==> src/rtl/vga_scanout.sv <==
// vga_scanout: raster timing generator, framebuffer fetch with block upscaling and aligned RGB/sync drive.
// Define VGA_TEST_PATTERN_EN to compile in the colour-bar generator selected by test_sel.
module vga_scanout #(
    parameter int H_ACTIVE    = 640,
    parameter int H_FP        = 16,
    parameter int H_SYNC      = 96,
    parameter int H_BP        = 48,
    parameter int V_ACTIVE    = 480,
    parameter int V_FP        = 10,
    parameter int V_SYNC      = 2,
    parameter int V_BP        = 33,
    parameter int FB_W        = 160,
    parameter int SCALE_SHIFT = 2,
    parameter int ADDR_W      = 15
) (
    input  logic              clk,
    input  logic              reset,
    input  logic              pix_en,
    input  logic              run,
    output logic              rd_en,
    output logic [ADDR_W-1:0] rd_addr,
    input  logic [11:0]       rd_data,
    input  logic              test_sel,
    output logic [3:0]        vga_r,
    output logic [3:0]        vga_g,
    output logic [3:0]        vga_b,
    output logic              hsync,
    output logic              vsync,
    output logic              vblank,
    output logic              frame_done,
    output logic              state_dbg
);

    localparam int H_TOTAL = H_ACTIVE + H_FP + H_SYNC + H_BP;
    localparam int V_TOTAL = V_ACTIVE + V_FP + V_SYNC + V_BP;
    localparam int HW      = $clog2(H_TOTAL);
    localparam int VW      = $clog2(V_TOTAL);

    localparam logic [HW-1:0] H_ACT  = HW'(H_ACTIVE);
    localparam logic [HW-1:0] H_LAST = HW'(H_TOTAL - 1);
    localparam logic [HW-1:0] HS_BEG = HW'(H_ACTIVE + H_FP);
    localparam logic [HW-1:0] HS_END = HW'(H_ACTIVE + H_FP + H_SYNC);
    localparam logic [VW-1:0] V_ACT  = VW'(V_ACTIVE);
    localparam logic [VW-1:0] V_LAST = VW'(V_TOTAL - 1);
    localparam logic [VW-1:0] V_AEND = VW'(V_ACTIVE - 1);
    localparam logic [VW-1:0] VS_BEG = VW'(V_ACTIVE + V_FP);
    localparam logic [VW-1:0] VS_END = VW'(V_ACTIVE + V_FP + V_SYNC);

    typedef enum logic {
        ST_STOP = 1'b0,
        ST_SCAN = 1'b1
    } state_t;

    state_t            state, state_nxt;
    logic [HW-1:0]     h_cnt, h_nxt;
    logic [VW-1:0]     v_cnt, v_nxt;
    logic              h_wrap, frame_wrap;
    logic              scan, active, active_nxt;
    logic              hs_raw, vs_raw;
    logic [ADDR_W-1:0] addr_nxt;
    logic              act1, hs1, vs1;
    logic [11:0]       rgb_nxt;

    assign h_wrap     = (h_cnt == H_LAST);
    assign frame_wrap = h_wrap && (v_cnt == V_LAST);
    assign scan       = (state == ST_SCAN);
    assign state_dbg  = state;

    always_comb begin
        state_nxt = state;
        h_nxt     = h_cnt;
        v_nxt     = v_cnt;
        case (state)
            ST_STOP: begin
                h_nxt = '0;
                v_nxt = '0;
                if (run) state_nxt = ST_SCAN;
            end
            ST_SCAN: begin
                if (h_wrap) begin
                    h_nxt = '0;
                    v_nxt = (v_cnt == V_LAST) ? '0 : v_cnt + VW'(1);
                end else begin
                    h_nxt = h_cnt + HW'(1);
                end
                // A dropped run only takes effect at the frame wrap, so frames are never cut short.
                if (frame_wrap && !run) state_nxt = ST_STOP;
            end
            default: state_nxt = ST_STOP;
        endcase
    end

    assign active     = scan && (h_cnt < H_ACT) && (v_cnt < V_ACT);
    assign active_nxt = (state_nxt == ST_SCAN) && (h_nxt < H_ACT) && (v_nxt < V_ACT);
    assign addr_nxt   = ADDR_W'((32'(v_nxt) >> SCALE_SHIFT) * 32'(FB_W)
                                + (32'(h_nxt) >> SCALE_SHIFT));

    // Read strobe: the RAM samples rd_addr on the clk edge that ends a cycle with rd_en=1, and
    // rd_data then holds that word until the next strobe. rd_addr already tracks the current
    // counter position, so it is valid whenever rd_en is high.
    assign rd_en      = pix_en && active;
    assign hs_raw     = !(scan && (h_cnt >= HS_BEG) && (h_cnt < HS_END));
    assign vs_raw     = !(scan && (v_cnt >= VS_BEG) && (v_cnt < VS_END));
    assign vblank     = (v_cnt >= V_ACT);
    assign frame_done = pix_en && scan && h_wrap && (v_cnt == V_AEND);

    always_ff @(posedge clk or negedge reset) begin
        if (!reset) begin
            state   <= ST_STOP;
            h_cnt   <= '0;
            v_cnt   <= '0;
            rd_addr <= '0;
        end else if (pix_en) begin
            state <= state_nxt;
            h_cnt <= h_nxt;
            v_cnt <= v_nxt;
            if (active_nxt) rd_addr <= addr_nxt;
        end
    end

`ifdef VGA_TEST_PATTERN_EN
    logic [2:0]  bar_raw, bar1;
    logic [11:0] bar_rgb;

    assign bar_raw = 3'(32'(h_cnt) / 80);

    always_ff @(posedge clk or negedge reset) begin
        if (!reset)      bar1 <= '0;
        else if (pix_en) bar1 <= bar_raw;
    end

    always_comb begin
        bar_rgb = 12'h000;
        case (bar1)
            3'd0: bar_rgb = 12'hFFF;
            3'd1: bar_rgb = 12'hFF0;
            3'd2: bar_rgb = 12'h0FF;
            3'd3: bar_rgb = 12'h0F0;
            3'd4: bar_rgb = 12'hF0F;
            3'd5: bar_rgb = 12'hF00;
            3'd6: bar_rgb = 12'h00F;
            default: bar_rgb = 12'h000;
        endcase
    end

    always_comb begin
        rgb_nxt = 12'h000;
        if (act1) rgb_nxt = test_sel ? bar_rgb : rd_data;
    end
`else
    logic unused_test_sel;
    assign unused_test_sel = test_sel;

    always_comb begin
        rgb_nxt = 12'h000;
        if (act1) rgb_nxt = rd_data;
    end
`endif

    // Stage 1 holds the flags of the pixel whose word the RAM is returning; stage 2 drives the pins.
    always_ff @(posedge clk or negedge reset) begin
        if (!reset) begin
            act1                 <= 1'b0;
            hs1                  <= 1'b1;
            vs1                  <= 1'b1;
            {vga_r, vga_g, vga_b} <= 12'h000;
            hsync                <= 1'b1;
            vsync                <= 1'b1;
        end else if (pix_en) begin
            act1                 <= active;
            hs1                  <= hs_raw;
            vs1                  <= vs_raw;
            {vga_r, vga_g, vga_b} <= rgb_nxt;
            hsync                <= hs1;
            vsync                <= vs1;
        end
    end

endmodule

==> config.mk <==
export PLATFORM = sky130hd
export DESIGN_NAME = vga_scanout
export DESIGN_NICKNAME = d
export VERILOG_FILES = /design/src/rtl/vga_scanout.sv
export SDC_FILE = /design/constraint.sdc
export NUM_CORES = 1
export LEC_CHECK = 0
export CAP_MARGIN = 0
export CORE_MARGIN = 8
export CORE_UTILIZATION = 41
export DETAILED_ROUTE_END_ITERATION = 16
export GPL_ROUTABILITY_DRIVEN = 0
export SYNTH_ARGS = -nofsm -noshare
export SYNTH_HDL_FRONTEND = slang
export SYNTH_SLANG_ARGS = --single-unit
export TNS_END_PERCENT = 50
==> constraint.sdc <==
create_clock -name clk -period 4.8 [get_ports clk]
set_input_delay 1.44 -clock clk [delete_from_list [all_inputs] [get_ports clk]]
set_output_delay 1.44 -clock clk [all_outputs]
set_load 0.05 [all_outputs]
==> results of run 1 <==
[per-stage QoR]
step	util (%)	power, µW	worst slack, ps	cell area (µm²)
3_3_place_gp	50.1	1010	168	3850
3_5_place_dp	50.1	1020	97.4	3850
2_1_floorplan	-	871	191	3230
4_1_cts	51.3	1290	83.0	3950
6_report	51.4	1280	237	3950
5_1_grt	51.4	1350	16.9	3950
[Yosys cell counts (2+ instances only)]
| cell type | number |
|---|---|
| sky130_fd_sc_hd__mux2_4 | 8 |
| sky130_fd_sc_hd__xnor2_1 | 12 |
| sky130_fd_sc_hd__nor2_1 | 23 |
| sky130_fd_sc_hd__dfrtp_1 | 49 |
| sky130_fd_sc_hd__mux2i_1 | 6 |
| sky130_fd_sc_hd__a21o_1 | 3 |
| sky130_fd_sc_hd__o21ai_0 | 23 |
| sky130_fd_sc_hd__a41oi_1 | 2 |
| sky130_fd_sc_hd__ha_1 | 16 |
| sky130_fd_sc_hd__dfstp_2 | 4 |
| sky130_fd_sc_hd__nand4_1 | 4 |
| sky130_fd_sc_hd__xor2_1 | 13 |
| sky130_fd_sc_hd__nor2b_1 | 2 |
| sky130_fd_sc_hd__or3_1 | 3 |
| sky130_fd_sc_hd__fa_1 | 2 |
| sky130_fd_sc_hd__a21oi_1 | 8 |
| sky130_fd_sc_hd__and2_1 | 2 |
| sky130_fd_sc_hd__nor4_1 | 2 |
| sky130_fd_sc_hd__inv_1 | 28 |
| sky130_fd_sc_hd__a31oi_1 | 2 |
| sky130_fd_sc_hd__o31ai_1 | 3 |
| sky130_fd_sc_hd__and3_1 | 2 |
| sky130_fd_sc_hd__nor3_1 | 6 |
| sky130_fd_sc_hd__nand2_1 | 17 |
| sky130_fd_sc_hd__mux2_2 | 19 |
| sky130_fd_sc_hd__clkbuf_1 | 10 |
| sky130_fd_sc_hd__nand3_1 | 24 |
| sky130_fd_sc_hd__o21bai_1 | 3 |
[worst paths after layout]
path	slack (ps)	start	cells past startpoint	endpoint
hold / removal	520	rd_addr[3]$_DFFE_PN0P_	1	rd_addr[3]$_DFFE_PN0P_
max in group asynchronous	3120	reset	2	h_cnt[0]$_DFFE_PN0P_
hold reg to reg	520	rd_addr[3]$_DFFE_PN0P_	1	rd_addr[3]$_DFFE_PN0P_
setup / recovery	240	h_cnt[6]$_DFFE_PN0P_	14	rd_addr[14]$_DFFE_PN0P_
setup reg to reg	240	h_cnt[6]$_DFFE_PN0P_	14	rd_addr[14]$_DFFE_PN0P_
min in group asynchronous	1230	reset	2	rd_addr[11]$_DFFE_PN0P_
[flip-flops by register name (all words and copies together) (netlist names)]
| signal | flops |
|---|---|
| act1 | 1 |
| h_cnt | 10 |
| hs1 | 1 |
| hsync | 1 |
| rd_addr | 15 |
| state_dbg | 1 |
| v_cnt | 10 |
| vga_b | 4 |
| vga_g | 4 |
| vga_r | 4 |
| vs1 | 1 |
| vsync | 1 |
[cells by family after synthesis]
kind of cell / after synthesis / share of synthesized area [%]
fa+ha+maj: 18 / 7.46
simple gates: 94 / 15.0
compound gates: 53 / 10.6
xor+xnor: 27 / 8.04
mux: 33 / 12.2
flops: 53 / 41.3
buf+inv: 42 / 5.40
[area by class of cell]
class / instances / area, µm²
Fill cell: 742 / 3740
Clock inverter: 3 / 25.0
Timing Repair Buffer: 58 / 566
Multi-Input combinational cell: 225 / 1730
Inverter: 28 / 105
Tap cell: 102 / 128
Sequential cell: 53 / 1330
Clock buffer: 5 / 68.8
[power by group]
group | internal, µW | switching [µW] | total [µW]
logic | 185 | 263 | 447
registers | 507 | 51.9 | 559
clock network | 107 | 165 | 272
total | 799 | 479 | 1280
[layer usage]
metal  GRT usage, %  vias up  wire, µm
met5              0        -         0
met2           20.9       61      3190
met3           3.62        6       380
li1               -     1209         -
met1           17.7     1183      3500
met4           4.08        0        93
[worst max-delay path, stage by stage, from the launching register on]
cell,delay (ps)
sky130_fd_sc_hd__dfrtp_1,440
sky130_fd_sc_hd__or4b_4,560
sky130_fd_sc_hd__or3_4,370
sky130_fd_sc_hd__or4_4,500
sky130_fd_sc_hd__xnor2_2,170
sky130_fd_sc_hd__nor2_2,170
sky130_fd_sc_hd__ha_1,270
sky130_fd_sc_hd__ha_1,230
sky130_fd_sc_hd__fa_1,420
sky130_fd_sc_hd__a21o_1,190
sky130_fd_sc_hd__a21oi_2,170
sky130_fd_sc_hd__xnor2_1,200
sky130_fd_sc_hd__nand3_1,140
sky130_fd_sc_hd__xor3_1,370
sky130_fd_sc_hd__mux2_2,270
[timing repair]
action / 4_1_cts / 5_1_grt
endpoints found under the hold margin: 0 / 0
endpoints found under the setup margin: 0 / 1
gates resized for setup: 0 / 2
==> metrics.log, run 1 <==
[metrics] fraction of registers with async set/reset: 100%
[metrics] Cell Area, Synth: 3220 µm²
[metrics] skew final: 8.42 ps
[metrics] Arr. time, crit path: 4780 ps
[metrics] EDFF count, synth: 0
[metrics] # setup viols final: 0
[metrics] number of antenna violations at the first check in global routing: 0
[metrics] Post-Syn Area per Cell: 10.1 µm²
[metrics] input/output buffers: 48
[metrics] portion of the post-synthesis area used by sequential elements: 41.3%
[metrics] post-layout instance count excluding filler cells: 474
[metrics] largest buffer count on any clock path: 2
[metrics] cell taking the most area after synthesis: sky130_fd_sc_hd__dfrtp_1
[metrics] top-area cell type share of the netlist area: 38.1%
[metrics] Syn Nets: 355
[metrics] RSZ-0062 raised after global routing: no
[metrics] DP Wirelength: 5170 µm
[metrics] clock-pin slew reported for the worst setup and hold paths after clock tree synthesis: 110 ps
[metrics] most frequent cells in the layout: 49 x sky130_fd_sc_hd__dfrtp_1, 44 x sky130_fd_sc_hd__clkdlybuf4s50_1, 28 x sky130_fd_sc_hd__inv_1, 24 x sky130_fd_sc_hd__nand3_1, 23 x sky130_fd_sc_hd__o21ai_0
[metrics] drt drc: 0
[metrics] cell total after placement: 466
[metrics] required time at the worst-slack endpoint: 5010 ps
[metrics] Hold Path Class: flip-flop to flip-flop
[metrics] peak fanout along the critical path: 6
[metrics] Clock H-tree levels: 2
[metrics] worst-case headroom to the max-slew limit: 55.3%
[metrics] die span in y: 105 µm
[metrics] type of origin of the critical path: flip-flop
[metrics] clock latency on the worst-skew pair: 310 ps
[metrics] share of layout cells above drive strength 1: 16.9%
[metrics] total negative slack for setup checks: 0 ps
[metrics] CTS Root Buffer Type: sky130_fd_sc_hd__clkbuf_8
[metrics] largest net degree at the start of global routing: 54
[metrics] post-route worst hold slack: 517 ps
[metrics] count of yosys warnings during synthesis: 0
[metrics] GRT Total Usage: 13.4%
[metrics] Layout area overhead: 22.7%
[metrics] total core area: 7690 µm²
[metrics] achievable frequency: 219 MHz
[metrics] status: finished, final reports clean
[metrics] detailed-routing iteration count for the pre-antenna-repair pass: 4
[metrics] count of hold-fix buffers inserted at cts: 0
[metrics] number of antenna-violating nets in the routed design: 0
[metrics] post-CTS setup buffer count: 0
[metrics] Gate Count Post-Synth: 320
[metrics] layout net count: 406
[metrics] share of the cycle needed by the critical path after routing: 95.1%
[metrics] CTS tree: yes
[metrics] Post-synth top flop: sky130_fd_sc_hd__dfrtp_1
[metrics] I/O pins: 50
[metrics] kind of end point of the critical path: flip-flop
[metrics] wire length reported by the detailed router: 7160 µm
[metrics] ratio of routed vias to standard cells: 5.19
[metrics] first-iteration detailed-routing DRC count: 145
[metrics] number of buffers inserted during clock tree synthesis: 5
[metrics] final hold violation count: 0
[metrics] number of rows created at floorplan: 32
[metrics] Sink Count: 53
[metrics] total count of max-transition violations in the final report: 0
[metrics] Vias: 2,459
[metrics] Initial Util: 41.9%
[metrics] Period minus WS final: 4560 ps
[metrics] Area contributors post-synth: sky130_fd_sc_hd__dfrtp_1 38%, sky130_fd_sc_hd__mux2_2 6.6%, sky130_fd_sc_hd__ha_1 6.2%
[metrics] worst-case vdd ir drop: 0.144 mV
[metrics] flip-flop and latch count after synthesis: 53
[metrics] floorplan die width: 105 µm
[metrics] most common cell after layout, fill and taps aside: sky130_fd_sc_hd__dfrtp_1
[metrics] number of global-route vias before repair: 2,496
[metrics] Maximum Capacitance Violations: 0
[metrics] die area: 10,900 µm²
[metrics] first-pass GRT wire length: 12,400 µm
[metrics] classification of the worst setup path: flip-flop to flip-flop
[metrics] Ant. Diodes: 0
[metrics] total global routing overflow: 0
[metrics] post-synthesis cell type count: 52
[metrics] Least-Margin Pin Slew: 671 ps
[metrics] routed length per placed instance: 15.1 µm
[metrics] total power density per cell area: 324 nW/µm²
[metrics] Leak Pwr: 0.00177 µW
Power figures use the tool's default switching activity.
==> run 2: changes to the inputs <==
CORE_UTILIZATION = 50   (was 41)
DONT_BUFFER_PORTS = 1   (was unset)
==> run 2 against run 1 <==
Against the previous run:
- fmax fell by 0.57%
- first-iteration DRC count shrank 26%
- design area is 13% lower
- critical path depth is the same
- highest routed layer unchanged
==> metrics.log, run 2 (same netlist as run 1, synthesis figures left out) <==
[metrics] status: finished, final reports clean
[metrics] die span in y: 96.3 µm
[metrics] required time at the worst-slack endpoint: 5000 ps
[metrics] Largest register FFs: 15
[metrics] hold path startpoint: hs1$_DFFE_PN1P_
[metrics] clock-pin slew reported for the worst setup and hold paths after clock tree synthesis: 100 ps
[metrics] total core area: 6280 µm²
[metrics] CP dominant cell by count: sky130_fd_sc_hd__ha_1
[metrics] I/O pins: 50
[metrics] number of buffers inserted during clock tree synthesis: 5
[metrics] type of origin of the critical path: flip-flop
[metrics] Worst Hold Path Cells: 2
[metrics] layout net count: 360
[metrics] clock latency on the worst-skew pair: 310 ps
[metrics] DP Wirelength: 4820 µm
[metrics] Arr. time, crit path: 4790 ps
[metrics] Period minus WS final: 4590 ps
[metrics] # setup viols final: 0
[metrics] Least-Margin Pin Slew: 535 ps
[metrics] share of the cycle needed by the critical path after routing: 95.6%
[metrics] total negative slack for setup checks: 0 ps
[metrics] PostCTS Resize Cnt: 0
[metrics] number of global-route vias before repair: 2,256
[metrics] number of antenna violations at the first check in global routing: 0
[metrics] largest net degree at the start of global routing: 54
[metrics] worst stage delay on the critical path: 570 ps
[metrics] routed length per placed instance: 16.3 µm
[metrics] cell count of the worst reg-to-reg path: 14
[metrics] Filler Cell Count: 580
[metrics] first-pass GRT wire length: 11,000 µm
[metrics] total power density per cell area: 339 nW/µm²
[metrics] number of antenna-violating nets in the routed design: 0
[metrics] most common cell after layout, fill and taps aside: sky130_fd_sc_hd__dfrtp_1
[metrics] floorplan die width: 96.3 µm
[metrics] Clock H-tree levels: 2
[metrics] detailed-routing iteration count for the pre-antenna-repair pass: 6
[metrics] worst setup slack after placement: 124 ps
[metrics] number of rows created at floorplan: 29
[metrics] peak fanout along the critical path: 6
[metrics] classification of the worst setup path: flip-flop to flip-flop
[metrics] wire length reported by the detailed router: 6580 µm
[metrics] input/output buffers: 0
[metrics] post-layout instance count excluding filler cells: 403
[metrics] skew final: 9.08 ps
[metrics] Initial Util: 51.3%
[metrics] count of hold-fix buffers inserted at cts: 0
[metrics] CTS Root Buffer Type: sky130_fd_sc_hd__clkbuf_8
[metrics] post-CTS setup buffer count: 0
[metrics] Layout area overhead: 6.88%
[metrics] worst-case headroom to the max-slew limit: 64.1%
[metrics] die area: 9270 µm²
[metrics] Worst Setup Slack, final: 211 ps
[metrics] total global routing overflow: 0
[metrics] Leak Pwr: 0.00159 µW
[metrics] Sink Count: 53
[metrics] Hold Path Class: flip-flop to flip-flop
[metrics] kind of end point of the critical path: flip-flop
[metrics] first-iteration detailed-routing DRC count: 108
[metrics] GRT Total Usage: 15.1%
[metrics] register with the highest flop count: rd_addr
[metrics] CTS tree: yes
[metrics] total count of max-transition violations in the final report: 0
[metrics] crit path max-delay cell type: sky130_fd_sc_hd__or4b_4
[metrics] largest buffer count on any clock path: 2
[metrics] worst path cell trace: or4b_4, or3_4, or4_4, xnor2_2, nor2_2, ha_1, ha_1, fa_1, a21o_1, a21oi_1, xnor2_1, nand3_1, xor3_1, mux2_2
[metrics] Ant. Diodes: 0
[metrics] logic depth of the worst setup path including buffers: 14
[metrics] most frequent cells in the layout: 49 x sky130_fd_sc_hd__dfrtp_1, 28 x sky130_fd_sc_hd__inv_1, 24 x sky130_fd_sc_hd__nand3_1, 23 x sky130_fd_sc_hd__o21ai_0, 22 x sky130_fd_sc_hd__nor2_1
[metrics] Vias: 2,257
[metrics] ratio of routed vias to standard cells: 5.60
[metrics] number of buffer and inverter stages on the critical path: 0
[metrics] cell total after placement: 395
[metrics] Reg-to-Reg Start: h_cnt[6]$_DFFE_PN0P_
[metrics] RSZ-0062 raised after global routing: no
[metrics] achievable frequency: 218 MHz
[metrics] CP delay by family, top: simple AND/OR/NAND/NOR gates
[metrics] start point of the critical path: h_cnt[6]$_DFFE_PN0P_
[metrics] share of layout cells above drive strength 1: 18.7%
[metrics] Maximum Capacitance Violations: 0
[metrics] final hold violation count: 0
[metrics] worst-case vdd ir drop: 0.233 mV
[metrics] Layout Utilization: 54.8%
[metrics] Top Registers: rd_addr (15), h_cnt (10), v_cnt (10)
[metrics] drt drc: 0
## run 2: cell count changes in the layout (fill, tap and decap cells not counted), sizes merged
cell,change
buf,-2
inv,-1
clkinv,+1
clkdlybuf4s50,-44
## run 2: per-layer routing
metal  global-route usage [%]  wire, µm  vias to the layer above
met3                     4.45       586                        5
met5                        0         0                        -
met1                     21.4      3120                     1066
met2                     22.1      2820                       63
li1                         -         -                     1123
met4                     3.07        51                        0
## run 2: through the flow
step                      hold WS [ps]  power, µW  area (µm²)
after floorplan                    469        871        3230
after global placement             498        912        3350
after detailed placement           507        920        3350
after CTS                          517       1180        3440
after global routing               536       1240        3440
final                              508       1170        3440
## run 2: final cells by class
type	instances	area (µm²)	area share (%)
inverters	28	105	3.05
multi-input cells	225	1730	50.2
repair buffers	12	90.1	2.62
clock inverters	3	21.3	0.618
flip-flops and latches	53	1330	38.7
clock buffers	5	68.8	2.00
well taps	77	96.3	2.80
## run 2: final timing paths
kind	slack, ps	endpoint
max	210	rd_addr[14]$_DFFE_PN0P_
min	510	hs1$_DFFE_PN1P_
max reg2reg	210	rd_addr[14]$_DFFE_PN0P_
min reg2reg	510	hs1$_DFFE_PN1P_
max in group asynchronous	3820	hs1$_DFFE_PN1P_
min in group asynchronous	810	v_cnt[0]$_DFFE_PN0P_
## run 2: report_power, final
part	internal [µW]	leakage, µW	switching [µW]
Sequential	505	0.000683	185
Combinational	115	0.000858	103
Clock	104	0.0000445	156
Total	724	0.00159	443
## run 2: worst reg2reg max path, stage by stage (launching register included)
cell,delay [ps]
sky130_fd_sc_hd__dfrtp_1,440
sky130_fd_sc_hd__or4b_4,570
sky130_fd_sc_hd__or3_4,370
sky130_fd_sc_hd__or4_4,500
sky130_fd_sc_hd__xnor2_2,170
sky130_fd_sc_hd__nor2_2,170
sky130_fd_sc_hd__ha_1,260
sky130_fd_sc_hd__ha_1,220
sky130_fd_sc_hd__fa_1,400
sky130_fd_sc_hd__a21o_1,180
sky130_fd_sc_hd__a21oi_1,210
sky130_fd_sc_hd__xnor2_1,210
sky130_fd_sc_hd__nand3_1,150
sky130_fd_sc_hd__xor3_1,350
sky130_fd_sc_hd__mux2_2,260
